--- config.mk ---
export PLATFORM = sky130hd
export DESIGN_NAME = seq_det_stream_ctrl
export DESIGN_NICKNAME = d
export VERILOG_FILES = /design/src/rtl/seq_det_pkg.sv /design/src/rtl/seq_pat_det.sv /design/src/rtl/seq_det_stream_ctrl.sv
export SDC_FILE = /design/constraint.sdc
export NUM_CORES = 1
export LEC_CHECK = 0
export ABC_AREA = 1
export CORE_ASPECT_RATIO = 1.5
export CORE_MARGIN = 4
export CORE_UTILIZATION = 45
export DETAILED_ROUTE_END_ITERATION = 12
export PLACE_DENSITY_LB_ADDON = 0.25
export SYNTH_ARGS = -nofsm -noshare
export SYNTH_HDL_FRONTEND = slang
export SYNTH_HIERARCHICAL = 1
export SYNTH_SLANG_ARGS = --single-unit
--- constraint.sdc ---
create_clock -name clk -period 4.9 [get_ports clk]
set_input_delay 0.98 -clock clk [delete_from_list [all_inputs] [get_ports clk]]
set_output_delay 0.98 -clock clk [all_outputs]
set_load 0.03 [all_outputs]
--- src/rtl/seq_det_pkg.sv ---
// Shared types and constants for the stream-fed serial pattern detector.
package seq_det_pkg;

  typedef enum logic [0:0] {
    StIdle,
    StShift
  } state_e;

  // Pattern loaded at reset; callers truncate it to their pattern width.
  localparam logic [31:0] DefaultPattern = 32'b1001;

endpackage

--- src/rtl/seq_pat_det.sv ---
// Moore pattern detector: shifts one bit per enabled cycle and registers a one-cycle match flag.
module seq_pat_det #(
  parameter int unsigned PAT_W = 4
) (
  input  logic             clk,
  input  logic             reset,
  input  logic             clear,
  input  logic             shift_en,
  input  logic             bit_in,
  input  logic [PAT_W-1:0] pattern,
  output logic             det
);

  localparam int unsigned FillW = $clog2(PAT_W + 1);

  logic [PAT_W-1:0] hist_q, hist_d;
  logic [FillW-1:0] fill_q, fill_d;
  logic             det_q;

  always_comb begin
    hist_d = {hist_q[PAT_W-2:0], bit_in};
    fill_d = (fill_q == FillW'(PAT_W)) ? fill_q : fill_q + 1'b1;
  end

  always_ff @(posedge clk or negedge reset) begin
    if (!reset) begin
      hist_q <= '0;
      fill_q <= '0;
      det_q  <= 1'b0;
    end else if (clear) begin
      hist_q <= '0;
      fill_q <= '0;
      det_q  <= 1'b0;
    end else if (shift_en) begin
      hist_q <= hist_d;
      fill_q <= fill_d;
      // Only a fully primed history may report a match.
      det_q  <= (fill_d == FillW'(PAT_W)) && (hist_d == pattern);
    end else begin
      det_q  <= 1'b0;
    end
  end

  assign det = det_q;

endmodule

--- src/rtl/seq_det_stream_ctrl.sv ---
// Word-to-bit sequencer feeding seq_pat_det, with match counting and a sticky threshold irq.
// Define SEQ_DET_LSB_FIRST_EN to serialize words LSB-first instead of MSB-first.
module seq_det_stream_ctrl
  import seq_det_pkg::*;
#(
  parameter int unsigned WORD_W = 8,
  parameter int unsigned PAT_W  = 4,
  parameter int unsigned CNT_W  = 8
) (
  input  logic              clk,
  input  logic              reset,
  input  logic              cfg_load,
  input  logic [PAT_W-1:0]  cfg_pattern,
  input  logic [CNT_W-1:0]  cfg_thresh,
  input  logic              in_valid,
  input  logic [WORD_W-1:0] in_data,
  output logic              in_ready,
  input  logic              irq_clr,
  output logic              ser_bit,
  output logic              busy,
  output logic              det,
  output logic [CNT_W-1:0]  match_cnt,
  output logic              irq
);

  localparam int unsigned BitW = $clog2(WORD_W);

  state_e            state_q;
  logic [WORD_W-1:0] shreg_q;
  logic [BitW-1:0]   bit_cnt_q;
  logic [BitW-1:0]   ser_idx;
  logic [PAT_W-1:0]  pattern_q;
  logic              run_q;
  logic              shifting, last_bit, accept, load_ok;
  logic [CNT_W-1:0]  cnt_q, cnt_d;
  logic              cnt_chg_q, cnt_chg_d;
  logic              irq_q, irq_d;

  assign shifting = (state_q == StShift);
  assign last_bit = shifting && (bit_cnt_q == BitW'(WORD_W - 1));
  // run_q holds in_ready low until the first clock after reset release.
  assign in_ready = run_q && (!shifting || last_bit);
  assign accept   = in_valid && in_ready;
  assign load_ok  = cfg_load && !shifting;
  assign busy     = shifting;

`ifdef SEQ_DET_LSB_FIRST_EN
  assign ser_idx = bit_cnt_q;
`else
  assign ser_idx = BitW'(WORD_W - 1) - bit_cnt_q;
`endif

  assign ser_bit = shifting && shreg_q[ser_idx];

  always_ff @(posedge clk or negedge reset) begin
    if (!reset) begin
      state_q   <= StIdle;
      shreg_q   <= '0;
      bit_cnt_q <= '0;
      run_q     <= 1'b0;
    end else begin
      run_q <= 1'b1;
      unique case (state_q)
        StIdle: begin
          if (accept) begin
            shreg_q   <= in_data;
            bit_cnt_q <= '0;
            state_q   <= StShift;
          end
        end
        StShift: begin
          if (last_bit) begin
            bit_cnt_q <= '0;
            if (accept) shreg_q <= in_data;
            else        state_q <= StIdle;
          end else begin
            bit_cnt_q <= bit_cnt_q + 1'b1;
          end
        end
        default: state_q <= StIdle;
      endcase
    end
  end

  always_ff @(posedge clk or negedge reset) begin
    if (!reset)       pattern_q <= PAT_W'(DefaultPattern);
    else if (load_ok) pattern_q <= cfg_pattern;
  end

  seq_pat_det #(
    .PAT_W (PAT_W)
  ) u_det (
    .clk      (clk),
    .reset    (reset),
    .clear    (load_ok),
    .shift_en (shifting),
    .bit_in   (ser_bit),
    .pattern  (pattern_q),
    .det      (det)
  );

  always_comb begin
    cnt_d = cnt_q;
    if (irq_clr)                              cnt_d = CNT_W'(det);
    else if (det && cnt_q != {CNT_W{1'b1}})   cnt_d = cnt_q + 1'b1;
    // A clear coinciding with a match still counts as arriving at 1.
    cnt_chg_d = (cnt_d != cnt_q) || (irq_clr && det);
    irq_d = irq_clr ? 1'b0
                    : (irq_q || (cnt_chg_q && (cfg_thresh != '0) && (cnt_q == cfg_thresh)));
  end

  always_ff @(posedge clk or negedge reset) begin
    if (!reset) begin
      cnt_q     <= '0;
      cnt_chg_q <= 1'b0;
      irq_q     <= 1'b0;
    end else begin
      cnt_q     <= cnt_d;
      cnt_chg_q <= cnt_chg_d;
      irq_q     <= irq_d;
    end
  end

  assign match_cnt = cnt_q;
  assign irq       = irq_q;

endmodule

==> Word-level counts from Yosys, hierarchy flattened <==
Index checks and enable logic that the tools add are counted.
{ "classes": {"bitwise": 1, "n_mux": 21, "n_reduce_logical": 16, "add_sub_neg": 4, "magnitude_cmp": 1, "eq_ne": 9} }
{ "op_table": {"columns": ["cell", "count"], "rows": [
  ["$mux 8", 4],
  ["$mux 3", 7],
  ["$pmux 8 s2", 1],
  ["$logic_and 1x1->1", 10],
  ["$eq 3x3->1 const B", 3],
  ["$add 8x1->8 const B", 1],
  ["$eq 8x8->1", 1],
  ["$ne 8x8->1", 1],
  ["$ne 8x8->1 const B", 1],
  ["$reduce_bool 8->1", 1],
  ["$add 3x1->3 const B", 2],
  ["$mux 1", 6],
  ["$pmux 3 s2", 1],
  ["$eq 4x4->1", 1],
  ["$lt 3x4->1 const B", 1],
  ["$bmux 1 s3", 1],
  ["$logic_or 1x1->1", 3],
  ["$sub 3x3->3 const A", 1],
  ["$ne 2x1->1 const B", 1],
  ["$ne 2x2->1 const B", 1],
  ["$pmux 1 s2", 1],
  ["$reduce_bool 2->1", 1],
  ["$logic_not 1->1", 1],
  ["$not 1->1", 1]
]} }
{ "word_totals": {"output_inout_bits": 13, "ff_bits": 34, "elab_cells": 63, "input_bits": 25} }

==> Depth between registers and ports, before layout <==
{ "logic_depth": {"ltp_word": 8, "depth_mapped": 11, "depth_no_buf": 11} }

==> By module <==
The synthesis kept the hierarchy.
{ "modules_own_cells": {"columns": ["module", "area_per_inst_um2", "seq_area_each_um2", "cells_each", "n_inst"], "rows": [
  ["seq_det_stream_ctrl", 1456.4, 678.2, 172, 1],
  ["seq_pat_det", 401.6, 175.2, 57, 1]
]} }

==> Least setup slack after synthesis <==
OpenSTA, ideal clock, no wires.
{ "synth_path": {"path_kind": "register -> output", "startpoint": "register bit_cnt_q[0]", "endpoint": "output port ser_bit", "path_slack_ns": 2.525, "required_ns": 3.920, "arrival_ns": 1.395, "stages_incl_launch_ff": 6, "path_buffers": 0, "cell_sequence": "dfrtp_1 inv_1 nor2_1 o22ai_1 o21ai_0 a31oi_1"} }
{ "synth_via": {"elab_chain_cells": 4} }
{ "synth_lines": {"columns": ["element", "line_no", "source"], "rows": [
  ["start: declaration", "seq_det_stream_ctrl.sv:30", "logic [BitW-1:0] bit_cnt_q;"],
  ["start signal: assignment", "seq_det_stream_ctrl.sv:77", "bit_cnt_q <= bit_cnt_q + 1'b1;"],
  ["$sub 3x3->3", "seq_det_stream_ctrl.sv:50", "assign ser_idx = BitW'(WORD_W - 1) - bit_cnt_q;"],
  ["$bmux 1 s3", "seq_det_stream_ctrl.sv:53", "assign ser_bit = shifting && shreg_q[ser_idx];"],
  ["$mux 1 (not written as such)", "seq_det_stream_ctrl.sv:53", null],
  ["$logic_and 1x1->1", "seq_det_stream_ctrl.sv:53", null],
  ["end: declaration", "seq_det_stream_ctrl.sv:19", "output logic ser_bit,"]
]} }
Every way passes these cells. The select of a mux whose other input is x is not followed.

==> Final worst setup path <==
Same ends and word-level chain as after synthesis.

==> impl_metrics.ini <==
[cts]
cts_buffers = 5
hold_buffers = 0
postCtsSetupBuffers = 0
cts_resized = 0
clkTransAtPathRegs_ns = 0.07
clock_path_buffers = 2
clk_latency_ns = 0.28
cts_sinks = 34
cts_tree = yes
h-tree-depth = 2
root_buffer = clkbuf_8

[synthesis]
ys_ff_latch = 34
yosysWarnings = 6
synth.distinct_cells = 26
synth_area_um2 = 1860
synth-seq-area-share_pct = 45.9
synth_cells = 229
synthesis.nets = 259
avgSynthCellArea_um2 = 8.11

[layout]
final_core_util_pct = 60.1
instances_no_fill = 319
layout.nets = 303
syn_to_final_growth_pct = 28.0
final_common_cell = nand2_1
drive_gt1_share_pct = 9.12
layout_common_cells = nand2_1 (52), clkdlybuf4s50_1 (37), inv_1 (34)
final_cell_area_um2 = 2380
n_antenna_cell = 0

[sta]
whs_ns = 0.477
hold_viol_final = 0
post-route-period-util_pct = 64.7
fmax_mhz = 316
slew_viol_final = 0
skew_ns = 0.00696
rsz0062_at_grt = false
setup-tns-final_ns = 0
finalSetupViolCount = 0
setup_slack_ns = 1.73
fin_crit_ns = 3.17

[routing]
wl_mm = 3.84
firstDrtPassIters = 4
ant_nets = 0
vias = 1642
routedWlPerCell_um = 12.0
viasPerCell = 5.15
drc_errors = 0
drtIter0Drc = 52

[power]
vdd_ir_drop_max_mv = 0.426
power.density_nw_per_um2 = 463
power.leakage_nw = 1.09
total_power_mw = 1.10

[run]
cap_violations = 0

[setup_path]
path_buf_inv = 2
cp-end-kind = output port
cp.arrival_ns = 2.19
worstPathMaxFanout = 6
required_ns = 3.92
setup.worst_path.start_class = flip-flop
critPathKind = flip-flop to output port
startpoint = bit_cnt_q[0]
critPathTopFamily = buffers and inverters
slowest_delay_ns = 0.73
critPathSlowestCell = clkdlybuf4s50_1
timing.rr.start = bit_cnt_q[0]
crit_chain = inv_1 > nor2_1 > o22ai_1 > o21ai_0 > a31oi_1 > clkdlybuf4s50_1

[floorplanning]
num_rows = 28
pin_count = 38
dieArea_um2 = 5240
die_w_um = 60.5
fp.dieH_um = 86.7
coreArea_um2 = 3960
start_util_pct = 46.9

[grt]
grt_pass1_vias = 1652
grt_max_degree = 35
grt_pass1_wl_mm = 6.64
grt_antenna_before_repair = 0
grt_usage_pct = 16.7
gr-total-overflow = 0

[place]
io_buffers = 37
hpwlAfterDp_mm = 2.89
post-place-ws_ns = 2.04
dpl.cell_count = 311
placed_area_um2 = 2290
gp_congestion = 0.800

[status]
status = finished clean

[worst_hold_path]
hold_path.startpoint = pattern_q[0]
min_path_type = flip-flop to flip-flop
-- cells in the mapped netlist --
cell type	n	share of area (%)
nand2_2	3	1.0
nor2_4	2	1.2
nand3_1	14	3.8
inv_1	34	6.9
inv_2	1	0.20
o211ai_1	2	0.81
mux2_2	8	4.8
nand3b_1	2	0.81
conb_1	1	0.20
buf_2	1	0.27
dfrtp_1	32	43
xor2_1	5	2.4
nor3_1	3	0.81
nand4_1	5	1.7
a31oi_1	1	0.34
or2_0	1	0.34
a21oi_1	8	2.2
nor3b_2	1	0.67
dfstp_2	2	2.8
nand2_1	52	11
o21ai_0	18	4.8
o21a_1	2	0.81
nor2_1	20	4.0
xnor2_1	1	0.47
o22ai_1	5	1.7
ha_1	5	3.4
-- cell families after synthesis --
| kind of cell | count (synthesis) | synth area share, % |
|---|---|---|
| AOI/OAI and AO/OA | 36 | 10.6 |
| buffers and inverters | 36 | 7.34 |
| DFF | 34 | 45.9 |
| and+or+nand+nor | 103 | 24.8 |
| xor gates and xnor gates | 6 | 2.83 |
| muxes | 8 | 4.85 |
| other | 1 | 0.202 |
| adders and majority gates | 5 | 3.37 |
-- flip-flops by register name (all words and copies together), names as in the netlist --
name / cells
u_det/det: 1
cnt_chg_q: 1
shreg_q: 8
match_cnt: 8
u_det/fill_q: 3
bit_cnt_q: 3
busy: 1
pattern_q: 4
u_det/hist_q: 3
irq: 1
run_q: 1
-- worst min-delay path, delay by kind of cell, from the launching register on --
kind	cells	cell delay (ns)
AND/OR/NAND/NOR	2	0.11
flip-flops	1	0.38
-- routing by layer --
| metal | GRT usage [%] | vias up | routed length [µm] |
|---|---|---|---|
| met2 | 31.9 | 43 | 2060 |
| met3 | 3.58 | 7 | 238 |
| met5 | 0 | - | 0 |
| li1 | - | 828 | - |
| met4 | 6.90 | 0 | 66 |
| met1 | 16.7 | 764 | 1480 |
-- cell type report --
type,count,area (µm²)
multi-input combinational,159,868
fill,364,1580
clock buffer,7,86.3
sequential,34,853
tap,45,56.3
clock inverter,1,5.00
inverter,35,131
timing repair buffer,38,378
-- where the power goes --
group | switching [mW] | internal (mW)
Combinational | 0.248 | 0.188
Sequential | 0.0693 | 0.383
Clock | 0.0997 | 0.113
-- path summary, 6_finish.rpt --
kind                            slack [ns]           end  cells after the start
max in group asynchronous             3.46  pattern_q[3]                      2
worst max register to register        3.07    shreg_q[6]                      6
worst min register to register        0.48  pattern_q[0]                      2
min in group asynchronous             1.10  match_cnt[7]                      2
worst max-delay path                  1.73       ser_bit                      6
worst min-delay path                  0.48  pattern_q[0]                      2
Power figures use the tool's default switching activity.
